<file path="src/rtl/bus_pkg.sv">
// Shared types and address-range helpers for the CPU-to-peripheral interconnect.
// Range vectors pack {start,end} pairs per slave, slave 0 in the MSBs.
package bus_pkg;

  localparam int MAX_AW      = 32;
  localparam int MAX_RANGE_W = 1024;

  typedef logic [MAX_RANGE_W-1:0] range_vec_t;
  typedef logic [7:0]             slave_idx_t;

  localparam slave_idx_t UNMAPPED = 8'hFF;

  typedef enum logic [1:0] {
    IDLE,
    WAIT,
    DONE
  } bus_state_t;

  // Appends one {start,end} pair below the ones already present, so calling it
  // for slave 0 first leaves slave 0 in the MSBs.
  function automatic range_vec_t add_address(input range_vec_t         ranges,
                                             input int                 aw,
                                             input logic [MAX_AW-1:0]  start_addr,
                                             input logic [MAX_AW-1:0]  end_addr);
    range_vec_t mask;
    range_vec_t pair;
    mask = (range_vec_t'(1) << aw) - range_vec_t'(1);
    pair = ((range_vec_t'(start_addr) & mask) << aw) | (range_vec_t'(end_addr) & mask);
    return (ranges << (2 * aw)) | pair;
  endfunction

  function automatic logic [MAX_AW-1:0] get_address_start(input range_vec_t ranges,
                                                          input int         num,
                                                          input int         aw,
                                                          input int         idx);
    range_vec_t tmp;
    tmp = ranges >> ((num - 1 - idx) * 2 * aw + aw);
    return tmp[MAX_AW-1:0];
  endfunction

  function automatic logic [MAX_AW-1:0] get_address_end(input range_vec_t ranges,
                                                        input int         num,
                                                        input int         aw,
                                                        input int         idx);
    range_vec_t tmp;
    tmp = ranges >> ((num - 1 - idx) * 2 * aw);
    return tmp[MAX_AW-1:0];
  endfunction

endpackage

</file>
<file path="src/rtl/bus_addr_decode.sv">
// Combinational address range match with lowest-index-wins priority encode.
// Produces the one-hot select, the winning index and an unmapped flag.
module bus_addr_decode
  import bus_pkg::*;
#(
  parameter int                                 NUM_SLAVES   = 7,
  parameter int                                 ADDR_WIDTH   = 16,
  parameter logic [2*ADDR_WIDTH*NUM_SLAVES-1:0] SLAVE_RANGES = '0
) (
  input  logic [ADDR_WIDTH-1:0] addr,
  output logic [NUM_SLAVES-1:0] sel_onehot,
  output slave_idx_t            sel_idx,
  output logic                  unmapped
);

  logic [NUM_SLAVES-1:0] hit;
  logic [NUM_SLAVES:0]   taken;
  slave_idx_t            idx_chain [NUM_SLAVES+1];

  function automatic logic in_range(input logic [ADDR_WIDTH-1:0] a,
                                    input logic [ADDR_WIDTH-1:0] lo,
                                    input logic [ADDR_WIDTH-1:0] hi);
    return (a >= lo) && (a <= hi);
  endfunction

  assign taken[0]     = 1'b0;
  assign idx_chain[0] = UNMAPPED;

  // Walking up from slave 0, a hit only wins if no lower slave already hit.
  for (genvar i = 0; i < NUM_SLAVES; i++) begin : g_slave
    localparam logic [ADDR_WIDTH-1:0] RANGE_START =
      ADDR_WIDTH'(get_address_start(range_vec_t'(SLAVE_RANGES), NUM_SLAVES, ADDR_WIDTH, i));
    localparam logic [ADDR_WIDTH-1:0] RANGE_END =
      ADDR_WIDTH'(get_address_end(range_vec_t'(SLAVE_RANGES), NUM_SLAVES, ADDR_WIDTH, i));

    assign hit[i]         = in_range(addr, RANGE_START, RANGE_END);
    assign sel_onehot[i]  = hit[i] & ~taken[i];
    assign taken[i+1]     = taken[i] | hit[i];
    assign idx_chain[i+1] = sel_onehot[i] ? slave_idx_t'(i) : idx_chain[i];
  end

  assign sel_idx  = idx_chain[NUM_SLAVES];
  assign unmapped = ~taken[NUM_SLAVES];

endmodule

</file>
<file path="src/rtl/bus_interconnect.sv">
// CPU-to-peripheral interconnect: range decode, registered read mux, ack handshake
// with timeout and unmapped-address errors. Define BUS_STATS_EN for error statistics.
module bus_interconnect
  import bus_pkg::*;
#(
  parameter int                                 NUM_SLAVES      = 7,
  parameter int                                 ADDR_WIDTH      = 16,
  parameter int                                 DATA_WIDTH      = 8,
  parameter logic [2*ADDR_WIDTH*NUM_SLAVES-1:0] SLAVE_RANGES    = '0,
  parameter logic [NUM_SLAVES-1:0]              SLAVE_WAIT_MASK = '0,
  parameter int                                 TIMEOUT_CYCLES  = 15,
  parameter logic [DATA_WIDTH-1:0]              DEFAULT_DATA    = {DATA_WIDTH{1'b1}}
) (
  input  logic                            clk_i,
  input  logic                            reset_i,
  input  logic [ADDR_WIDTH-1:0]           cpu_addr_i,
  input  logic [DATA_WIDTH-1:0]           cpu_data_i,
  input  logic                            cpu_we_i,
  output logic [DATA_WIDTH-1:0]           cpu_data_o,
  output logic                            cpu_rdy_o,
  output logic [NUM_SLAVES-1:0]           slv_sel_o,
  output logic [ADDR_WIDTH-1:0]           slv_addr_o,
  output logic [DATA_WIDTH-1:0]           slv_data_o,
  output logic                            slv_we_o,
  input  logic [NUM_SLAVES*DATA_WIDTH-1:0] slv_data_i,
  input  logic [NUM_SLAVES-1:0]           slv_ack_i,
  output logic                            err_o
`ifdef BUS_STATS_EN
  ,
  output logic [7:0]                      err_count_o,
  output logic [ADDR_WIDTH-1:0]           err_addr_o
`endif
);

  localparam int CNT_W = $clog2(TIMEOUT_CYCLES + 1);

  logic [NUM_SLAVES-1:0] dec_sel;
  slave_idx_t            dec_idx;
  logic                  dec_unmapped;
  logic                  dec_wait;
  logic                  ack_hit;

  bus_state_t            state_q, state_d;
  slave_idx_t            sel_q;
  logic [CNT_W-1:0]      cnt_q, cnt_d;
  logic [DATA_WIDTH-1:0] hold_q, hold_d;
  logic                  timeout;

  // Slave i read data lives at slv_data_i[i*DATA_WIDTH +: DATA_WIDTH].
  logic [NUM_SLAVES:0][DATA_WIDTH-1:0] ack_chain;
  logic [NUM_SLAVES:0][DATA_WIDTH-1:0] rd_chain;

  bus_addr_decode #(
    .NUM_SLAVES  (NUM_SLAVES),
    .ADDR_WIDTH  (ADDR_WIDTH),
    .SLAVE_RANGES(SLAVE_RANGES)
  ) u_decode (
    .addr      (cpu_addr_i),
    .sel_onehot(dec_sel),
    .sel_idx   (dec_idx),
    .unmapped  (dec_unmapped)
  );

  assign slv_sel_o  = dec_sel;
  assign slv_addr_o = cpu_addr_i;
  assign slv_data_o = cpu_data_i;
  assign slv_we_o   = cpu_we_i;

  assign dec_wait = |(dec_sel & SLAVE_WAIT_MASK);
  assign ack_hit  = |(dec_sel & SLAVE_WAIT_MASK & slv_ack_i);

  assign ack_chain[0] = '0;
  assign rd_chain[0]  = '0;

  // AND-OR muxes: ack capture follows the live decode, read data follows sel_q.
  for (genvar i = 0; i < NUM_SLAVES; i++) begin : g_mux
    logic [DATA_WIDTH-1:0] slv_rd;
    logic [DATA_WIDTH-1:0] slv_out;
    assign slv_rd         = slv_data_i[i*DATA_WIDTH +: DATA_WIDTH];
    assign slv_out        = SLAVE_WAIT_MASK[i] ? hold_q : slv_rd;
    assign ack_chain[i+1] = ack_chain[i] | ({DATA_WIDTH{dec_sel[i]}} & slv_rd);
    assign rd_chain[i+1]  = rd_chain[i]
                          | ({DATA_WIDTH{sel_q == slave_idx_t'(i)}} & slv_out);
  end

  assign cpu_data_o = (sel_q == UNMAPPED) ? DEFAULT_DATA : rd_chain[NUM_SLAVES];

  always_comb begin
    state_d   = state_q;
    cnt_d     = cnt_q;
    hold_d    = hold_q;
    cpu_rdy_o = 1'b1;
    timeout   = 1'b0;
    case (state_q)
      IDLE: begin
        if (dec_wait) begin
          cpu_rdy_o = 1'b0;
          cnt_d     = '0;
          state_d   = WAIT;
        end
      end
      WAIT: begin
        cpu_rdy_o = 1'b0;
        cnt_d     = cnt_q + CNT_W'(1);
        if (ack_hit) begin
          hold_d  = ack_chain[NUM_SLAVES];
          state_d = DONE;
        end else if (cnt_d == CNT_W'(TIMEOUT_CYCLES)) begin
          hold_d  = DEFAULT_DATA;
          timeout = 1'b1;
          state_d = DONE;
        end
      end
      DONE: begin
        state_d = IDLE;
      end
      default: begin
        state_d = IDLE;
      end
    endcase
  end

  assign err_o = (cpu_rdy_o & dec_unmapped) | timeout;

  always_ff @(posedge clk_i) begin
    if (reset_i) begin
      state_q <= IDLE;
      cnt_q   <= '0;
      hold_q  <= DEFAULT_DATA;
      sel_q   <= UNMAPPED;
    end else begin
      state_q <= state_d;
      cnt_q   <= cnt_d;
      hold_q  <= hold_d;
      if (cpu_rdy_o) sel_q <= dec_idx;
    end
  end

`ifdef BUS_STATS_EN
  always_ff @(posedge clk_i) begin
    if (reset_i) begin
      err_count_o <= '0;
      err_addr_o  <= '0;
    end else if (err_o) begin
      if (err_count_o != 8'hFF) err_count_o <= err_count_o + 8'd1;
      err_addr_o <= cpu_addr_i;
    end
  end
`endif

endmodule

</file>
<file path="config.mk">
export PLATFORM = sky130hd
export DESIGN_NAME = bus_interconnect
export DESIGN_NICKNAME = d
export VERILOG_FILES = /design/src/rtl/bus_pkg.sv /design/src/rtl/bus_addr_decode.sv /design/src/rtl/bus_interconnect.sv
export SDC_FILE = /design/constraint.sdc
export NUM_CORES = 1
export LEC_CHECK = 0
export ABC_AREA = 1
export BUFFER_PORTS_ARGS = -buffer_cell sky130_fd_sc_hd__buf_2
export CORE_AREA = 2 2 50 52
export CTS_CLUSTER_DIAMETER = 50
export CTS_CLUSTER_SIZE = 14
export DETAILED_ROUTE_END_ITERATION = 7
export DIE_AREA = 0 0 52 54
export PLACE_DENSITY = 0.89
export SLEW_MARGIN = 20
export SYNTH_ARGS = -nofsm -noshare
export SYNTH_HDL_FRONTEND = slang
export SYNTH_SLANG_ARGS = --single-unit
export TNS_END_PERCENT = 100
</file>
<file path="constraint.sdc">
create_clock -name clk_i -period 1.8 [get_ports clk_i]
set_input_delay 0.18 -clock clk_i [delete_from_list [all_inputs] [get_ports clk_i]]
set_output_delay 0.18 -clock clk_i [all_outputs]
set_load 0.02 [all_outputs]
</file>
==> results of run 1 <==
==> worst max-delay path, cell delays in order <==
cell	delay, ns
sky130_fd_sc_hd__buf_2	0.10
sky130_fd_sc_hd__nor2_1	0.10
sky130_fd_sc_hd__nand2_1	0.07
sky130_fd_sc_hd__nor2_2	0.15
sky130_fd_sc_hd__nand2_2	0.07
sky130_fd_sc_hd__inv_2	0.04
sky130_fd_sc_hd__buf_2	0.14
==> synthesized netlist by cell type, drive strengths merged <==
cell type  count
conb           2
or2            8
nand3          1
inv            2
buf           32
nand2          5
nor2          10
dfxtp          1
==> layout by cell type, fill, tap and decap left out <==
master	n
sky130_fd_sc_hd__nand2_2	1
sky130_fd_sc_hd__inv_1	1
sky130_fd_sc_hd__dfxtp_1	1
sky130_fd_sc_hd__buf_2	51
sky130_fd_sc_hd__or2_2	8
sky130_fd_sc_hd__nand2_1	4
sky130_fd_sc_hd__nor2_1	8
sky130_fd_sc_hd__nand3_1	1
sky130_fd_sc_hd__nor2_2	2
sky130_fd_sc_hd__conb_1	7
sky130_fd_sc_hd__inv_2	1
==> per-stage QoR <==
step	worst slack, ns	util, %
2_1_floorplan	0.934	-
3_3_place_gp	0.765	20.1
3_5_place_dp	0.760	20.1
4_1_cts	0.760	20.1
5_1_grt	0.681	20.1
6_report	0.770	20.1
==> kinds of logic (layout without fill, tap and decap cells) <==
group | after synthesis | in the layout
buf+inv | 34 | 53
flops | 1 | 1
other cells | 2 | 7
simple gates | 24 | 24
==> area by class of cell <==
class,count,share of cell area [%]
Inverter,2,1.61
Multi-Input combinational cell,31,31.2
Sequential cell,1,4.30
Tap cell,30,8.06
Timing Repair Buffer,51,54.8
==> worst paths after layout <==
| path | from | to | slack [ns] |
|---|---|---|---|
| setup / recovery | cpu_addr_i[5] | slv_sel_o[0] | 0.77 |
| hold / removal | cpu_data_i[0] | slv_data_o[0] | 0.36 |
==> per-layer routing <==
layer / up-vias / GRT usage [%] / share of wire (%)
met1: 162 / 4.43 / 29
met2: 33 / 10.8 / 53
met4: 0 / 0 / 0
met5: - / 0 / 0
li1: 190 / - / -
met3: 0 / 2.22 / 18
==> power groups by stage <==
stage	combinational (uW)	clock, uW	sequential [uW]
2_1_floorplan	111	0	22.6
3_5_place_dp	91.2	0	22.6
5_1_grt	98.7	0	22.6
3_3_place_gp	89.6	0	22.6
6_report	90.7	0	22.6
4_1_cts	91.4	0	22.6
==> run summary, run 1 <==
The run finished with clean final reports. Category of the worst setup path launch point: an input pin. The sort of element at the end of the critical path is an output pin.

The worst slack on hold paths was 0.360 ns; the number of different library cells in the post-synthesis netlist was 11. Of the total synthesized cell area, the portion taken by full adders, half adders and majority gates is 0%. Summed over all cells, the static leakage comes to 0.000259 uW.

After floorplanning, the core was sized to cover 2320 um^2. The run gives 1.62 ns as the required time at the worst-slack endpoint. Yosys attributes the largest share of cell area to sky130_fd_sc_hd__buf_4, sky130_fd_sc_hd__or2_2, sky130_fd_sc_hd__nor2_1. The logs give 0 for the number of max-slew violations in the final report and 145 um^2 for the multi-input logic area. For this run, the post-layout net count is 177. After detailed routing, the number of remaining DRC violations is 0. Sequential cells were found to cover 5.08% of the synthesized design area. The run gives 1120 um as the global-route wire length before repair. 0 antenna diodes ended up in the layout.

Detailed routing inserted a total of 385 vias. For the fill cell total of the finished layout, the log shows 266. The floorplan step defined a die boundary enclosing 2810 um^2.

Hold-critical path depth: 0. In this run the cell area of the synthesized design comes to 394 um^2. The proportion of netlist area held by the largest area contributor works out to 61.0%. The number of maximum-capacitance constraint violations was 0; the switching share of total power was 49.8%. The power spent charging and discharging nets was 56.5 uW. Of the total synthesized cell area, the portion taken by XOR and XNOR cells is 0%. The logs give 0 for the number of endpoints with negative hold slack in the final report and 4 for the first-pass detailed-route iteration total. After layout, the minimum clock period comes to 1.03 ns. Data on the critical path arrives at its endpoint at 0.85 ns.

The share of post-route cells with drive strength above 1 is 74.1%. The tools report the number of cells upsized or downsized after cts as 0. sky130_fd_sc_hd__buf_4 takes more of the synthesized area than any other cell. The area occupied by registers is 20.0 um^2, and the sequential share of power is 20.0%. The cell count after synthesis came out at 61. The number of warnings printed during yosys synthesis was 0; the post-route antenna net violation count was 0.

The internal portion of the total power is 56.9 uW. Dividing total power by cell area gives a power density of 244 nW/um^2. The logs give 0 for the number of setup buffers added after CTS and 18 for the number of rows in the core area.

The number of flip-flops in the largest register is 1, and the total congestion overflow after global routing is 0. Adding up every negative setup slack in the final design gives 0 ns. The flip-flop and latch count after synthesis was 1. From bottom edge to top edge, the die measures 54 um. Via-per-instance ratio: 3.35.

The area share of and/or/nand/nor cells after synthesis works out to 30.2%. Setup repair after global routing left no endpoint under its margin. Excluding fillers, the count of instances in the completed layout stands at 115. The combinational family with the most area after synthesis is buffers and inverters. In the finished design, the share of the clock period the worst path needs comes to 57.2%. Based on the critical path, the design can be clocked at up to 971 MHz.

The peak supply drop was 0.113 mV. The worst setup path is of the input pin to output pin kind. Combinational cells account for 80.0% of the total power. Summing all non-filler instances in the final layout gives an area of 465 um^2. The setup violation total in the final timing report is 0, and the maximum fanout along the worst path is 2.

Global routing used 5.00% of the available tracks. The routed length per placed instance was 7.02 um; the effective utilization at floorplan was 17.0%. The synthesized netlist devotes 0% of its cell area to compound gates. The worst hold path class was input pin to output pin. The placed instances occupy a cell area of 465 um^2. The clock network accounts for 0% of the total power. For the number of global-route vias before repair, the log shows 287. The largest register by flop count was sel_q.

Number of DRC markers after the initial detailed-route iteration: 4. After clock tree synthesis, the flow added hold-fix buffers numbering 0. The floorplan step set the die width to 52 um. The number of placed instances, taps included, is 115. The estimated wirelength of the detail-placed design was 774 um.

Routability-driven placement finished with a final weighted congestion of 0.673. Pin count of the biggest net entering global routing: 9. The number of antenna violations at the first check in global routing came out at 0.

Measured against the total synthesized area, the mux share comes to 0%. The tools report the total power after layout as 113 uW. From synthesis to final layout, the design area changed by 18.1%.

The count of buffers added on input and output ports is 51. The largest registers in the layout are sel_q: 1 flops. The routed design has 807 um of wire. After synthesis, the mean cell area works out to 6.46 um^2. The run gives 132 as the count of pins on the block boundary.
(Power assumes the default switching activity.)
==> run 2, diff against run 1 <==
--- a/config.mk
+++ b/config.mk
@@ -7,12 +7,11 @@
 export LEC_CHECK = 0
 export ABC_AREA = 1
 export BUFFER_PORTS_ARGS = -buffer_cell sky130_fd_sc_hd__buf_2
-export CORE_AREA = 2 2 50 52
+export CORE_UTILIZATION = 16
 export CTS_CLUSTER_DIAMETER = 50
 export CTS_CLUSTER_SIZE = 14
 export DETAILED_ROUTE_END_ITERATION = 7
-export DIE_AREA = 0 0 52 54
-export PLACE_DENSITY = 0.89
+export PLACE_DENSITY = 0.86
 export SLEW_MARGIN = 20
 export SYNTH_ARGS = -nofsm -noshare
 export SYNTH_HDL_FRONTEND = slang
==> constraint.sdc (replaced) <==
create_clock -name clk_i -period 0.85 [get_ports clk_i]
set_input_delay 0.085 -clock clk_i [delete_from_list [all_inputs] [get_ports clk_i]]
set_output_delay 0.085 -clock clk_i [all_outputs]
set_load 0.02 [all_outputs]
==> run summary, run 2 (same netlist as run 1, synthesis figures left out) <==
The flow ran to the end, but the final reports show violations. The checks that failed: setup timing. The final worst slack was -0.0155 ns; the global-route wire length before repair was 1060 um.

The number of placed instances, taps included is 113. Along the worst hold path, the cell count comes to 0. For this run, design rule violations remaining after detail routing come to 0.

The share of total power dissipated in sequential elements is 17.2%. The logs give 4.93% for the total track usage and 288 for the number of global-route vias before repair. In the final layout, flip-flops and latches occupy 23.8 um^2. The estimated wirelength of the detail-placed design was 681 um; the standard cell area after detailed placement was 463 um^2. Combinational cells account for 82.8% of the total power. The first-pass detailed-route iteration total came out at 1.

After filler insertion, the fill cell instance count of the layout stands at 249. The detailed router placed 389 vias in this run. The total congestion overflow after global routing was 0; the switching share of total power was 49.0%.

Maximum fanout along the worst path: 8. Once detail routing completed, the nets flagged for antenna violations numbered 0. The source of the critical timing path is sel_q[6]. STA puts the critical path data required time at 0.76 ns. Clock-pin slew was measured on the worst setup and hold paths at 0 ns. For this block, the routed nets add up to 834 um of wire. Setup repair after global routing could not meet its margin everywhere. Summed over all cells, the static leakage comes to 0.000304 uW.

For this configuration, the core starts out at a cell density of 17.3%. The routed length per placed instance is 7.38 um, and the area enclosed by the die boundary is 2670 um^2. The number of rows in the core area was 17; the share of post-route cells with drive strength above 1 was 82.4%.

The finished cells cover 582 um^2. For this block, the initial DRC count from the detailed router was 0. During placement, the flow inserted port buffers numbering 51. The peak supply drop was 0.193 mV; the setup violation total in the final timing report was 6.

The global placement routability congestion is 0.627. The tools report the number of endpoints with negative hold slack in the final report as 0. Worst hold path class: input pin to output pin. During I/O placement, the number of pins put on the boundary was 132. After detailed routing, the number of vias per cell comes to 3.44.

The logs give 0 for the number of max-slew violations in the final report and 132 uW for the internal power. The worst min-delay path startpoint is cpu_data_i[0]. The run gives 260 uW as the total power after layout.

The repair_antennas step left the layout with diodes totalling 0. The floorplan step defined a core boundary enclosing 2280 um^2. The time the worst path needs with I/O delays and setup is 0.866 ns. More flip-flops sit in one register than any other, and that register is sel_q.

In the final layout, the multi-input gates occupy 173 um^2. Number of antenna violations at the first check in global routing: 0. In the layout the commonest cells are sky130_fd_sc_hd__buf_2, sky130_fd_sc_hd__buf_6, sky130_fd_sc_hd__or2_2, sky130_fd_sc_hd__conb_1, sky130_fd_sc_hd__nor2_2. Adding up every negative setup slack in the final design gives -0.0686 ns. The height of the die was 51.6 um. The fmax was 1160 MHz. Leaving out fill and tap cells, the most frequent cell in the layout is sky130_fd_sc_hd__buf_2. The worst path uses 102% of the clock period. The worst setup path is captured at an output pin.

From synthesis to final layout, the design area changed by 47.6%. Summed over all nets, the switching power comes to 127 uW. The worst slack on hold paths is 0.170 ns.

Final-stage net count: 177. In this run the power density over the cells is 447 nW/um^2. The number of buffers inserted by hold repair at cts was 0. Hold-critical path endpoint: slv_data_o[0]. Max-cap violations in this run came to 0. For the proportion of power drawn by the clock network, the log shows 0%. Entering global routing, the biggest net connects 9 pins.

For the data arrival time of the critical path, the log shows 0.78 ns. STA classifies the critical path startpoint as a register. The number of flip-flops in the largest register was 1. In the final layout, the registers with the most flip-flops are sel_q: 1 flops. The category of the critical setup timing path is register to output pin.

In this run the horizontal extent of the chip is 51.6 um. The post-route non-filler standard cell count came out at 113.
run 2: cell counts in the layout (fill, tap and decap cells not counted):
No cell type changed its count.
run 2: routing by layer:
layer / vias up / track usage [%] / wire length, um
met3: 0 / 1.17 / 96
met2: 35 / 11.0 / 515
met5: - / 0 / 0
met4: 0 / 0.901 / 0
met1: 163 / 4.17 / 222
li1: 191 / - / -
run 2: layout make-up:
type,count,share of cell area (%)
repair buffers,51,58.9
multi-input cells,31,29.7
well taps,28,6.02
flip-flops and latches,1,4.09
inverters,2,1.29
run 2: worst max path at each step:
| stage | endpoint | slack [ns] | depth (start not counted) |
|---|---|---|---|
| final | cpu_data_o[6] | -0.02 | 2 |
| after global routing | cpu_data_o[1] | -0.03 | 2 |
| after CTS | cpu_data_o[2] | -0.01 | 2 |
| after detailed placement | cpu_data_o[3] | -0.06 | 2 |
| after global placement | cpu_data_o[7] | -0.05 | 2 |
| after floorplan | cpu_data_o[1] | 0.1 | 1 |
run 2: power by group through the flow:
| stage | logic (uW) | clock network (uW) | registers (uW) |
|---|---|---|---|
| floorplan | 236 | 0 | 47.9 |
| global placement | 188 | 0 | 47.9 |
| detailed placement | 191 | 0 | 47.9 |
| CTS | 192 | 0 | 47.9 |
| global route | 231 | 0 | 44.7 |
| finish | 215 | 0 | 44.7 |
run 2: per-stage QoR:
| step | setup WS [ns] | util [%] |
|---|---|---|
| global placement | -0.0519 | 20.3 |
| floorplan | 0.0983 | - |
| finish | -0.0155 | 25.6 |
| CTS | -0.0145 | 22.2 |
| detailed placement | -0.0571 | 20.3 |
| global route | -0.0333 | 25.6 |
run 2: what timing repair did:
item / 4_1_cts / 5_1_grt
resized for setup: 14 / 21
endpoints found under the setup margin: 9 / 11
buffers inserted: 0 / 0
pin swaps: 1 / 10
run 2: worst max-delay path: stages (launching register included):
cell                      delay [ns]
sky130_fd_sc_hd__dfxtp_4        0.34
sky130_fd_sc_hd__or2_2          0.30
sky130_fd_sc_hd__buf_6          0.13
==> run 3, diff against run 2 <==
--- a/config.mk
+++ b/config.mk
@@ -12,6 +12,7 @@
 export CTS_CLUSTER_SIZE = 14
 export DETAILED_ROUTE_END_ITERATION = 7
 export PLACE_DENSITY = 0.86
+export RECOVER_POWER = 50
 export SLEW_MARGIN = 20
 export SYNTH_ARGS = -nofsm -noshare
 export SYNTH_HDL_FRONTEND = slang
==> run summary, run 3 (same netlist as run 1, synthesis figures left out) <==
Row generation in the floorplan step produced 17 rows. For this design the static power due to leakage is 0.000293 uW. The number of antenna violations at the first check in global routing was 0; the setup violation total in the final timing report was 6. Dividing the detail-routed wire length by the instance count gives 7.36 um. The number of maximum-capacitance constraint violations is 0, and the number of DRC markers after the initial detailed-route iteration is 0.

The height of the die is 51.6 um. For the data arrival time of the critical path, the log shows 0.78 ns. The logs give 0.627 for the global placement routability congestion and 0 for the remaining routing DRC violations. The tools report the final worst slack as -0.0155 ns.

The logs give 113 for the post-route non-filler standard cell count and 2280 um^2 for the core area. The number of buffers inserted by hold repair at cts is 0, and the count of pins on the block boundary is 132. The number of placed instances, taps included came out at 113. The share of the clock period used by the worst path is 102%. The ratio of total power to cell area was 446 nW/um^2. The routed wire length was 832 um. The library cells used most frequently in the layout, excluding fill and tap cells, are sky130_fd_sc_hd__buf_2, sky130_fd_sc_hd__buf_6, sky130_fd_sc_hd__or2_2, sky130_fd_sc_hd__conb_1, sky130_fd_sc_hd__nor2_2. The slowest stage of the critical path belongs to the cell sky130_fd_sc_hd__dfxtp_4. The routed layout has 389 vias. At the end of the flow, the number of nets in the layout was 177. Broken down by cell family, the worst path's largest delay share belongs to flip-flops. The largest register by flop count is sel_q. The tightest min-delay check is of the input pin to output pin type. On the worst path, the slowest cell contributes a delay of 0.34 ns. Setup repair after global routing could not meet its margin everywhere. The flow ran to the end, but the final reports show violations. The number of antenna diodes in the final layout is 0. Clock-pin slew was measured on the worst setup and hold paths at 0 ns. The die span in x came out at 51.6 um.

The worst setup path is captured at an output pin. The count of port buffers added during placement works out to 51. The worst setup path is launched from a register. The number of setup buffers added after CTS is 0. The tools report the number of max-slew violations in the final report as 0. The total track usage is 4.93%, and the effective utilization at floorplan is 17.3%. Compared with the post-synthesis result, the final layout area differs by 46.3%. The final design utilization is 25.3%.

The pin count of the biggest net entering global routing is 9. The worst hold path begins at cpu_data_i[0]. The first-pass detailed-route iteration total is 1, and the required time at the worst-slack endpoint is 0.76 ns. The maximum fanout along the worst path was 8; the time the worst path needs with I/O delays and setup was 0.866 ns. At the placement stage, the worst setup path has a slack of -0.0571 ns.

The category of the critical setup timing path was register to output pin. The largest registers in the layout are sel_q: 1 flops. The peak supply drop was 0.193 mV.

For the fmax, the log shows 1160 MHz. Traced cell by cell, the critical path runs through or2_2 -> buf_6. The hold-critical path endpoint was slv_data_o[0]. The hold-critical path depth came out at 0. The most common library cell in the layout ignoring fill and taps was sky130_fd_sc_hd__buf_2. The total congestion overflow after global routing came out at 0.

Cells with a size suffix above 1 make up 77.6% of the layout. The estimated wirelength of the detail-placed design is 681 um. The number of flip-flops in the largest register was 1; the post-route antenna net violation count was 0. The tools report the area enclosed by the die boundary as 2670 um^2. The number of endpoints with negative hold slack in the final report came out at 0. The number of global-route vias before repair is 288, and the global-route wire length before repair is 1060 um. The buffers plus inverters on the worst setup path works out to 1. The checks that failed: setup timing. In the routed layout, each cell is associated on average with a via count of 3.44.
==> run 3: layout make-up <==
type,count,area [um^2]
Sequential cell,1,23.8
Fill cell,248,1700
Tap cell,28,35.0
Timing Repair Buffer,51,338
Multi-Input combinational cell,31,173
Inverter,2,7.51
==> run 3: per-layer routing <==
layer	part of all wire, %	up-vias	global-route usage [%]	wire length (um)
met2	62	35	11.0	514
met1	27	163	4.17	225
met5	0	-	0	0
met4	0	0	0.901	0
li1	-	191	-	-
met3	11	0	1.17	93
==> run 3: metrics by stage <==
stage | hold WS (ns) | area, um^2 | total power (uW) | setup TNS (ns)
global placement | 0.170 | 463 | 236 | -0.380
detailed placement | 0.170 | 463 | 239 | -0.431
CTS | 0.170 | 504 | 239 | -0.0803
global route | 0.170 | 577 | 273 | -0.218
floorplan | 0.193 | 413 | 284 | 0
finish | 0.170 | 577 | 257 | -0.0686
==> run 3: worst max-delay path by stage <==
| stage | cells after the start | end | start |
|---|---|---|---|
| 2_1_floorplan | 1 | cpu_data_o[1] | sel_q[6] |
| 3_3_place_gp | 2 | cpu_data_o[7] | sel_q[6] |
| 3_5_place_dp | 2 | cpu_data_o[3] | sel_q[6] |
| 4_1_cts | 2 | cpu_data_o[2] | sel_q[6] |
| 5_1_grt | 2 | cpu_data_o[1] | sel_q[6] |
| 6_report | 2 | cpu_data_o[6] | sel_q[6] |
==> run 3: power by group <==
part	internal (uW)	switching, uW
registers	44.7	0.00111
clock network	0	0
logic	85.0	128
==> run 3: timing repair <==
item,in CTS,in global routing
pin swaps,1,10
gates resized for setup,14,21
endpoints found under the setup margin,9,11
